===== src/rtl/trap_controller_if.sv =====
// Signal bundle between the trap controller and the core (ID stage, IRQ lines, CSRs, fetch redirect).
// The controller uses the slave modport; the driving side (pipeline/CSR file) uses master.
interface trap_controller_if #(
  parameter int XLEN        = 32,
  parameter int EXC_CAUSE_W = 4
);
  logic                   id_valid;
  logic [XLEN-1:0]        id_pc;
  logic                   exc_valid_id;
  logic [EXC_CAUSE_W-1:0] exc_cause_id;
  logic                   mret_id;
  logic                   irq_ext;
  logic                   irq_sw;
  logic                   irq_timer;
  logic                   mstatus_mie;
  logic [2:0]             mie_mask;
  logic [XLEN-1:0]        mtvec;
  logic [XLEN-1:0]        mepc;
  logic                   pipe_empty;

  logic                   control_stall_if;
  logic                   control_stall_id;
  logic                   trap_pc_valid;
  logic [XLEN-1:0]        trap_pc;
  logic                   csr_trap_we;
  logic [XLEN-1:0]        csr_mepc;
  logic [XLEN-1:0]        csr_mcause;
  logic                   csr_mret_we;
  logic                   busy;

  modport master (
    output id_valid, id_pc, exc_valid_id, exc_cause_id, mret_id,
           irq_ext, irq_sw, irq_timer, mstatus_mie, mie_mask,
           mtvec, mepc, pipe_empty,
    input  control_stall_if, control_stall_id, trap_pc_valid, trap_pc,
           csr_trap_we, csr_mepc, csr_mcause, csr_mret_we, busy
  );

  modport slave (
    input  id_valid, id_pc, exc_valid_id, exc_cause_id, mret_id,
           irq_ext, irq_sw, irq_timer, mstatus_mie, mie_mask,
           mtvec, mepc, pipe_empty,
    output control_stall_if, control_stall_id, trap_pc_valid, trap_pc,
           csr_trap_we, csr_mepc, csr_mcause, csr_mret_we, busy
  );
endinterface


===== src/rtl/trap_controller.sv =====
// Machine-mode trap entry / MRET sequencer: freezes IF/ID, drains EX/MEM/WB, then redirects fetch.
// Optional macro TRAP_VECTORED_EN enables vectored interrupt targets when mtvec[1:0]==2'b01.
//
// state | meaning
// IDLE  | no trap in progress, acceptance allowed
// DRAIN | IF/ID held, waiting for EX/MEM/WB to empty
// TRAP  | one-cycle trap entry strobe (redirect + CSR trap update)
// RET   | one-cycle MRET strobe (redirect to mepc + CSR status restore)
module trap_controller #(
  parameter int XLEN        = 32,
  parameter int EXC_CAUSE_W = 4
) (
  input  logic              clk,
  input  logic              reset,
  trap_controller_if.slave  bus
);

  localparam int CODE_W = (EXC_CAUSE_W > 4) ? EXC_CAUSE_W : 4;

  localparam logic [CODE_W-1:0] C_IRQ_EXT   = CODE_W'(11);
  localparam logic [CODE_W-1:0] C_IRQ_SW    = CODE_W'(3);
  localparam logic [CODE_W-1:0] C_IRQ_TIMER = CODE_W'(7);
  localparam logic [XLEN-1:0]   C_ALIGN_MSK = ~XLEN'(3);

  typedef enum logic [1:0] {
    S_IDLE  = 2'd0,
    S_DRAIN = 2'd1,
    S_TRAP  = 2'd2,
    S_RET   = 2'd3
  } state_t;

  typedef enum logic [1:0] {
    K_EXC  = 2'd0,
    K_IRQ  = 2'd1,
    K_MRET = 2'd2
  } kind_t;

  state_t              r_state;
  state_t              w_state_nxt;
  kind_t               r_kind;
  kind_t               w_kind_nxt;
  logic [CODE_W-1:0]   r_code;
  logic [CODE_W-1:0]   w_code_nxt;
  logic [XLEN-1:0]     r_pc;

  logic [2:0]          w_irq_act;
  logic                w_irq_pend;
  logic [CODE_W-1:0]   w_irq_code;
  logic                w_accept;
  logic [XLEN-1:0]     w_base;
  logic [XLEN-1:0]     w_code_ext;

  logic                w_stall;
  logic                w_pc_valid;
  logic [XLEN-1:0]     w_trap_pc;
  logic                w_trap_we;
  logic                w_mret_we;
  logic [XLEN-1:0]     w_mepc;
  logic [XLEN-1:0]     w_mcause;

  // Enabled interrupt sources, ordered {ext, sw, timer}
  assign w_irq_act  = {bus.irq_ext, bus.irq_sw, bus.irq_timer} & bus.mie_mask;
  assign w_irq_pend = bus.mstatus_mie & (|w_irq_act);

  always_comb begin
    w_irq_code = C_IRQ_TIMER;
    if (w_irq_act[2]) begin
      w_irq_code = C_IRQ_EXT;
    end else if (w_irq_act[1]) begin
      w_irq_code = C_IRQ_SW;
    end
  end

  // Gated by reset so the stall outputs drop immediately on an async reset
  assign w_accept = !reset && (r_state == S_IDLE) && bus.id_valid &&
                    (bus.exc_valid_id || bus.mret_id || w_irq_pend);

  assign w_base     = bus.mtvec & C_ALIGN_MSK;
  assign w_code_ext = XLEN'(r_code);
  assign w_stall    = (r_state != S_IDLE) || w_accept;

  always_ff @(posedge clk or posedge reset) begin
    if (reset) begin
      r_state <= S_IDLE;
      r_kind  <= K_EXC;
      r_code  <= '0;
      r_pc    <= '0;
    end else begin
      r_state <= w_state_nxt;
      if (w_accept) begin
        r_kind <= w_kind_nxt;
        r_code <= w_code_nxt;
        r_pc   <= bus.id_pc;
      end
    end
  end

  always_comb begin
    w_state_nxt = r_state;
    w_kind_nxt  = r_kind;
    w_code_nxt  = r_code;
    w_pc_valid  = 1'b0;
    w_trap_pc   = '0;
    w_trap_we   = 1'b0;
    w_mret_we   = 1'b0;
    w_mepc      = '0;
    w_mcause    = '0;

    case (r_state)
      S_IDLE: begin
        if (w_accept) begin
          w_state_nxt = S_DRAIN;
          if (bus.exc_valid_id) begin
            w_kind_nxt = K_EXC;
            w_code_nxt = CODE_W'(bus.exc_cause_id);
          end else if (bus.mret_id) begin
            w_kind_nxt = K_MRET;
            w_code_nxt = '0;
          end else begin
            w_kind_nxt = K_IRQ;
            w_code_nxt = w_irq_code;
          end
        end
      end

      S_DRAIN: begin
        if (bus.pipe_empty) begin
          w_state_nxt = (r_kind == K_MRET) ? S_RET : S_TRAP;
        end
      end

      S_TRAP: begin
        w_state_nxt       = S_IDLE;
        w_pc_valid        = 1'b1;
        w_trap_we         = 1'b1;
        w_mepc            = r_pc;
        w_mcause          = w_code_ext;
        w_mcause[XLEN-1]  = (r_kind == K_IRQ);
`ifdef TRAP_VECTORED_EN
        if ((r_kind == K_IRQ) && (bus.mtvec[1:0] == 2'b01)) begin
          w_trap_pc = w_base + (w_code_ext << 2);
        end else begin
          w_trap_pc = w_base;
        end
`else
        w_trap_pc = w_base;
`endif
      end

      S_RET: begin
        w_state_nxt = S_IDLE;
        w_pc_valid  = 1'b1;
        w_mret_we   = 1'b1;
        w_trap_pc   = bus.mepc & C_ALIGN_MSK;
      end

      default: begin
        w_state_nxt = S_IDLE;
      end
    endcase
  end

  assign bus.control_stall_if = w_stall;
  assign bus.control_stall_id = w_stall;
  assign bus.trap_pc_valid    = w_pc_valid;
  assign bus.trap_pc          = w_trap_pc;
  assign bus.csr_trap_we      = w_trap_we;
  assign bus.csr_mepc         = w_mepc;
  assign bus.csr_mcause       = w_mcause;
  assign bus.csr_mret_we      = w_mret_we;
  assign bus.busy             = (r_state != S_IDLE);

endmodule


===== src/flat_wrapper.sv =====
// flat-port wrapper written by rule: the top's interface ports become plain ports
module trap_controller_flat 
#(
  parameter int XLEN        = 32,
  parameter int EXC_CAUSE_W = 4
)
  (clk, reset, bus_id_valid, bus_id_pc, bus_exc_valid_id, bus_exc_cause_id, bus_mret_id, bus_irq_ext, bus_irq_sw, bus_irq_timer, bus_mstatus_mie, bus_mie_mask, bus_mtvec, bus_mepc, bus_pipe_empty, bus_control_stall_if, bus_control_stall_id, bus_trap_pc_valid, bus_trap_pc, bus_csr_trap_we, bus_csr_mepc, bus_csr_mcause, bus_csr_mret_we, bus_busy);
  trap_controller_if #(.XLEN(XLEN), .EXC_CAUSE_W(EXC_CAUSE_W)) bus_i ();
  input  logic clk;
  input  logic reset;
  input wire logic [$bits(bus_i.id_valid)-1:0] bus_id_valid;
  input wire logic [$bits(bus_i.id_pc)-1:0] bus_id_pc;
  input wire logic [$bits(bus_i.exc_valid_id)-1:0] bus_exc_valid_id;
  input wire logic [$bits(bus_i.exc_cause_id)-1:0] bus_exc_cause_id;
  input wire logic [$bits(bus_i.mret_id)-1:0] bus_mret_id;
  input wire logic [$bits(bus_i.irq_ext)-1:0] bus_irq_ext;
  input wire logic [$bits(bus_i.irq_sw)-1:0] bus_irq_sw;
  input wire logic [$bits(bus_i.irq_timer)-1:0] bus_irq_timer;
  input wire logic [$bits(bus_i.mstatus_mie)-1:0] bus_mstatus_mie;
  input wire logic [$bits(bus_i.mie_mask)-1:0] bus_mie_mask;
  input wire logic [$bits(bus_i.mtvec)-1:0] bus_mtvec;
  input wire logic [$bits(bus_i.mepc)-1:0] bus_mepc;
  input wire logic [$bits(bus_i.pipe_empty)-1:0] bus_pipe_empty;
  output wire logic [$bits(bus_i.control_stall_if)-1:0] bus_control_stall_if;
  output wire logic [$bits(bus_i.control_stall_id)-1:0] bus_control_stall_id;
  output wire logic [$bits(bus_i.trap_pc_valid)-1:0] bus_trap_pc_valid;
  output wire logic [$bits(bus_i.trap_pc)-1:0] bus_trap_pc;
  output wire logic [$bits(bus_i.csr_trap_we)-1:0] bus_csr_trap_we;
  output wire logic [$bits(bus_i.csr_mepc)-1:0] bus_csr_mepc;
  output wire logic [$bits(bus_i.csr_mcause)-1:0] bus_csr_mcause;
  output wire logic [$bits(bus_i.csr_mret_we)-1:0] bus_csr_mret_we;
  output wire logic [$bits(bus_i.busy)-1:0] bus_busy;
  assign bus_i.id_valid = bus_id_valid;
  assign bus_i.id_pc = bus_id_pc;
  assign bus_i.exc_valid_id = bus_exc_valid_id;
  assign bus_i.exc_cause_id = bus_exc_cause_id;
  assign bus_i.mret_id = bus_mret_id;
  assign bus_i.irq_ext = bus_irq_ext;
  assign bus_i.irq_sw = bus_irq_sw;
  assign bus_i.irq_timer = bus_irq_timer;
  assign bus_i.mstatus_mie = bus_mstatus_mie;
  assign bus_i.mie_mask = bus_mie_mask;
  assign bus_i.mtvec = bus_mtvec;
  assign bus_i.mepc = bus_mepc;
  assign bus_i.pipe_empty = bus_pipe_empty;
  assign bus_control_stall_if = bus_i.control_stall_if;
  assign bus_control_stall_id = bus_i.control_stall_id;
  assign bus_trap_pc_valid = bus_i.trap_pc_valid;
  assign bus_trap_pc = bus_i.trap_pc;
  assign bus_csr_trap_we = bus_i.csr_trap_we;
  assign bus_csr_mepc = bus_i.csr_mepc;
  assign bus_csr_mcause = bus_i.csr_mcause;
  assign bus_csr_mret_we = bus_i.csr_mret_we;
  assign bus_busy = bus_i.busy;
  trap_controller #(.XLEN(XLEN), .EXC_CAUSE_W(EXC_CAUSE_W)) u_core (.clk(clk), .reset(reset), .bus(bus_i));
endmodule

===== config.mk =====
export PLATFORM = sky130hd
export DESIGN_NAME = trap_controller_flat
export DESIGN_NICKNAME = d
export VERILOG_FILES = /design/src/rtl/trap_controller_if.sv /design/src/rtl/trap_controller.sv /design/src/flat_wrapper.sv
export SDC_FILE = /design/constraint.sdc
export NUM_CORES = 1
export LEC_CHECK = 0
export CORE_MARGIN = 4
export CORE_UTILIZATION = 33
export CTS_CLUSTER_DIAMETER = 50
export DETAILED_ROUTE_END_ITERATION = 8
export PLACE_DENSITY_LB_ADDON = 0.25
export SYNTH_ARGS = -nofsm -noshare
export SYNTH_HDL_FRONTEND = slang
export SYNTH_SLANG_ARGS = --single-unit

===== constraint.sdc =====
create_clock -name clk -period 3.06 [get_ports clk]
set_clock_uncertainty 0.05 [all_clocks]
set_input_delay 0.918 -clock clk [delete_from_list [all_inputs] [get_ports clk]]
set_output_delay 0.918 -clock clk [all_outputs]
set_load 0.02 [all_outputs]

==> results of run 1 <==
-- power groups by stage --
stage | logic, µW | clock network, µW | registers (µW)
finish | 998 | 467 | 816
global route | 1070 | 503 | 834
floorplan | 658 | 0 | 792
detailed placement | 1030 | 0 | 828
CTS | 1010 | 484 | 817
global placement | 1020 | 0 | 813
-- synth_stat cells, drive strengths merged, types with 3 or more instances --
master	instances
mux2	33
a21oi	4
nand2	3
nor2b	31
clkbuf	9
and2	37
inv	5
buf	38
mux2i	32
dfrtp	40
-- cells by family after synthesis --
family	share of synthesized area
other cells	0.00141
flops	0.376
buf+inv	0.129
compound gates	0.0273
simple gates	0.200
mux	0.266
-- area by class of cell --
class                      instances  area, µm²  area share
tap                              102        128      0.0272
clock buffer                       7       96.3      0.0205
timing repair buffer             204       1970       0.419
multi-input combinational        187       1450       0.309
sequential                        40       1000       0.214
clock inverter                     1       30.0     0.00640
antenna                            1       2.50    0.000533
inverter                           5       18.8     0.00400
-- metal layers --
layer / up-vias / GRT usage / part of all wire
met1: 1097 / 0.168 / 0.38
met4: 0 / 0.0351 / 0.010
met5: - / 0 / 0
met3: 10 / 0.0450 / 0.074
li1: 1152 / - / -
met2: 99 / 0.290 / 0.54
-- state kept, by name, summed over array words and instances, names as in the netlist --
| name | flops |
|---|---|
| u_core.r_pc | 32 |
| u_core.r_kind | 2 |
| u_core.r_state | 2 |
| u_core.r_code | 4 |
-- what timing repair did --
action | CTS | global route
pin swaps | 3 | 0
resized for setup | 70 | 9
hold buffers | 0 | 0
setup endpoints to repair | 56 | 9
gates cloned | 0 | 0
setup buffers | 9 | 0
-- worst paths after layout --
path	startpoint	to	slack [ns]
worst max-delay path	bus_irq_sw	bus_control_stall_id	0.04
worst min-delay path	u_core.r_kind[1]	u_core.r_kind[1]	0.43
worst max register to register	u_core.r_state[0]	u_core.r_kind[1]	0.56
worst min register to register	u_core.r_kind[1]	u_core.r_kind[1]	0.43
max in group asynchronous	reset	u_core.r_code[0]	1.75
min in group asynchronous	reset	u_core.r_pc[7]	0.72
-- metrics by stage --
stage | TNS [ns] | utilization
floorplan | 0 | -
global placement | -3.23 | 0.581
detailed placement | -3.60 | 0.581
CTS | 0 | 0.600
global route | 0 | 0.604
finish | 0 | 0.604
==> results.cfg, run 1 <==
[placement]
gp_congestion = 0.770
dpl_cell_area_um2 = 4520
dp_slack_ns = -0.542
dp_hpwl_um = 6340
portBuffers = 181
placed_cells = 529

[clock_network]
cts_sinks = 40
htreeDepth = 2
clock_latency_ns = 0.28
clock_path_buffers = 2
cts_buffers = 5
clk_pin_slew_ns = 0.07
cts_tree = done
clockRootBuffer = clkbuf_8

[layout]
layout-drive-gt1-share = 0.173
nets = 556
mostFrequentLayoutCell = clkdlybuf4s50_1
area_growth_syn_to_layout_pct = 76.4
most-common-layout-cells = clkdlybuf4s50_1, dlygate4sd2_1, dfrtp_1
fillers = 681
fin_area_um2 = 4690
instances_no_fill = 547

[grt]
grt_pass1_wl_um = 11900
grt_pass1_vias = 2353
antenna_found_initial = 1
grt-ovfl-total = 0
grt_usage = 0.153
grt_max_degree = 39

[setup_path]
path_cells = clkdlybuf4s50_1 > a22oi_2 > nand3_2 > nand2b_4 > nand2b_4 > buf_2
worst-path-stages = 6
arrival_ns = 2.05
reg2reg_depth = 14
cp_slowest_cell = clkdlybuf4s50_1
cpLargestDelayFamily = buffers and inverters
cp_max_fo = 2
cpMostUsedCell = nand2b_4
critPathBufInv = 2
cpPeakStageDelay_ns = 0.41
start_kind = input pin
critical_path_class = input pin to output port
cp-end-kind = output port
required_ns = 2.09

[floorplan]
die_w_um = 97.8
die_h_um = 97.8
start_util = 0.342
rows = 32
core_um2 = 7770
ios = 215
die_area_um2 = 9560

[power_and_ir_drop]
intPower_uw = 1580
p_leak_uw = 0.00239
pwr-share-seq = 0.358
powerDensity_nw_per_um2 = 486
clkPwrFrac = 0.205
power_frac_comb = 0.438
p_total_uw = 2280
p_sw_uw = 706
ir_worst_vdd_uv = 236
sw_frac_of_total = 0.309

[sta]
drv_slew = 0
grt_setup_unrepaired = false
fin_crit_sh = 0.987
tightest_slew_ns = 0.523
finalHoldViolations = 0
timing.hold.ws_ns = 0.434
finalSetupViolCount = 0
max-slew-margin-rel = 0.651
final.min_clock_period_ns = 3.02
clock.fmax_ghz = 0.331
setup_slack_ns = 0.0410

[routing]
first_iter_violations = 19
totalWireLength_um = 7930
drt_pass1_iterations = 4
vias_per_cell = 4.31
drc_errors = 0
drtAntennaViolNets = 0
wl_per_cell_um = 14.5
vias = 2358

[worst_hold_path]
hold_path_depth = 1
holdCritPathClass = register to register

[synth]
synth_area_leaders = dfrtp_1, mux2_2, mux2i_1
syn-instance-count = 251
async_reset_ff_frac = 1.00
syn_avg_cell_area_um2 = 10.6
ys_types = 30
synth_seq_cells = 40
ys_seq_area_frac = 0.376
yosysTopAreaCellShare = 0.376
synth_edf_count = 0
syn_area_um2 = 2660
yosys.area.top_type = dfrtp_1
yosys_warnings = 0
synth_ff_type = dfrtp_1

[outcome]
status = finished clean

[job]
max-cap-violations = 0
Note: power is estimated with default switching activity, not from simulation.
==> run 2, diff against run 1 <==
Settings changed: SLEW_MARGIN set to 10.
==> results of run 2 <==
Final layout, timing and power as in run 1 (identical DEF).
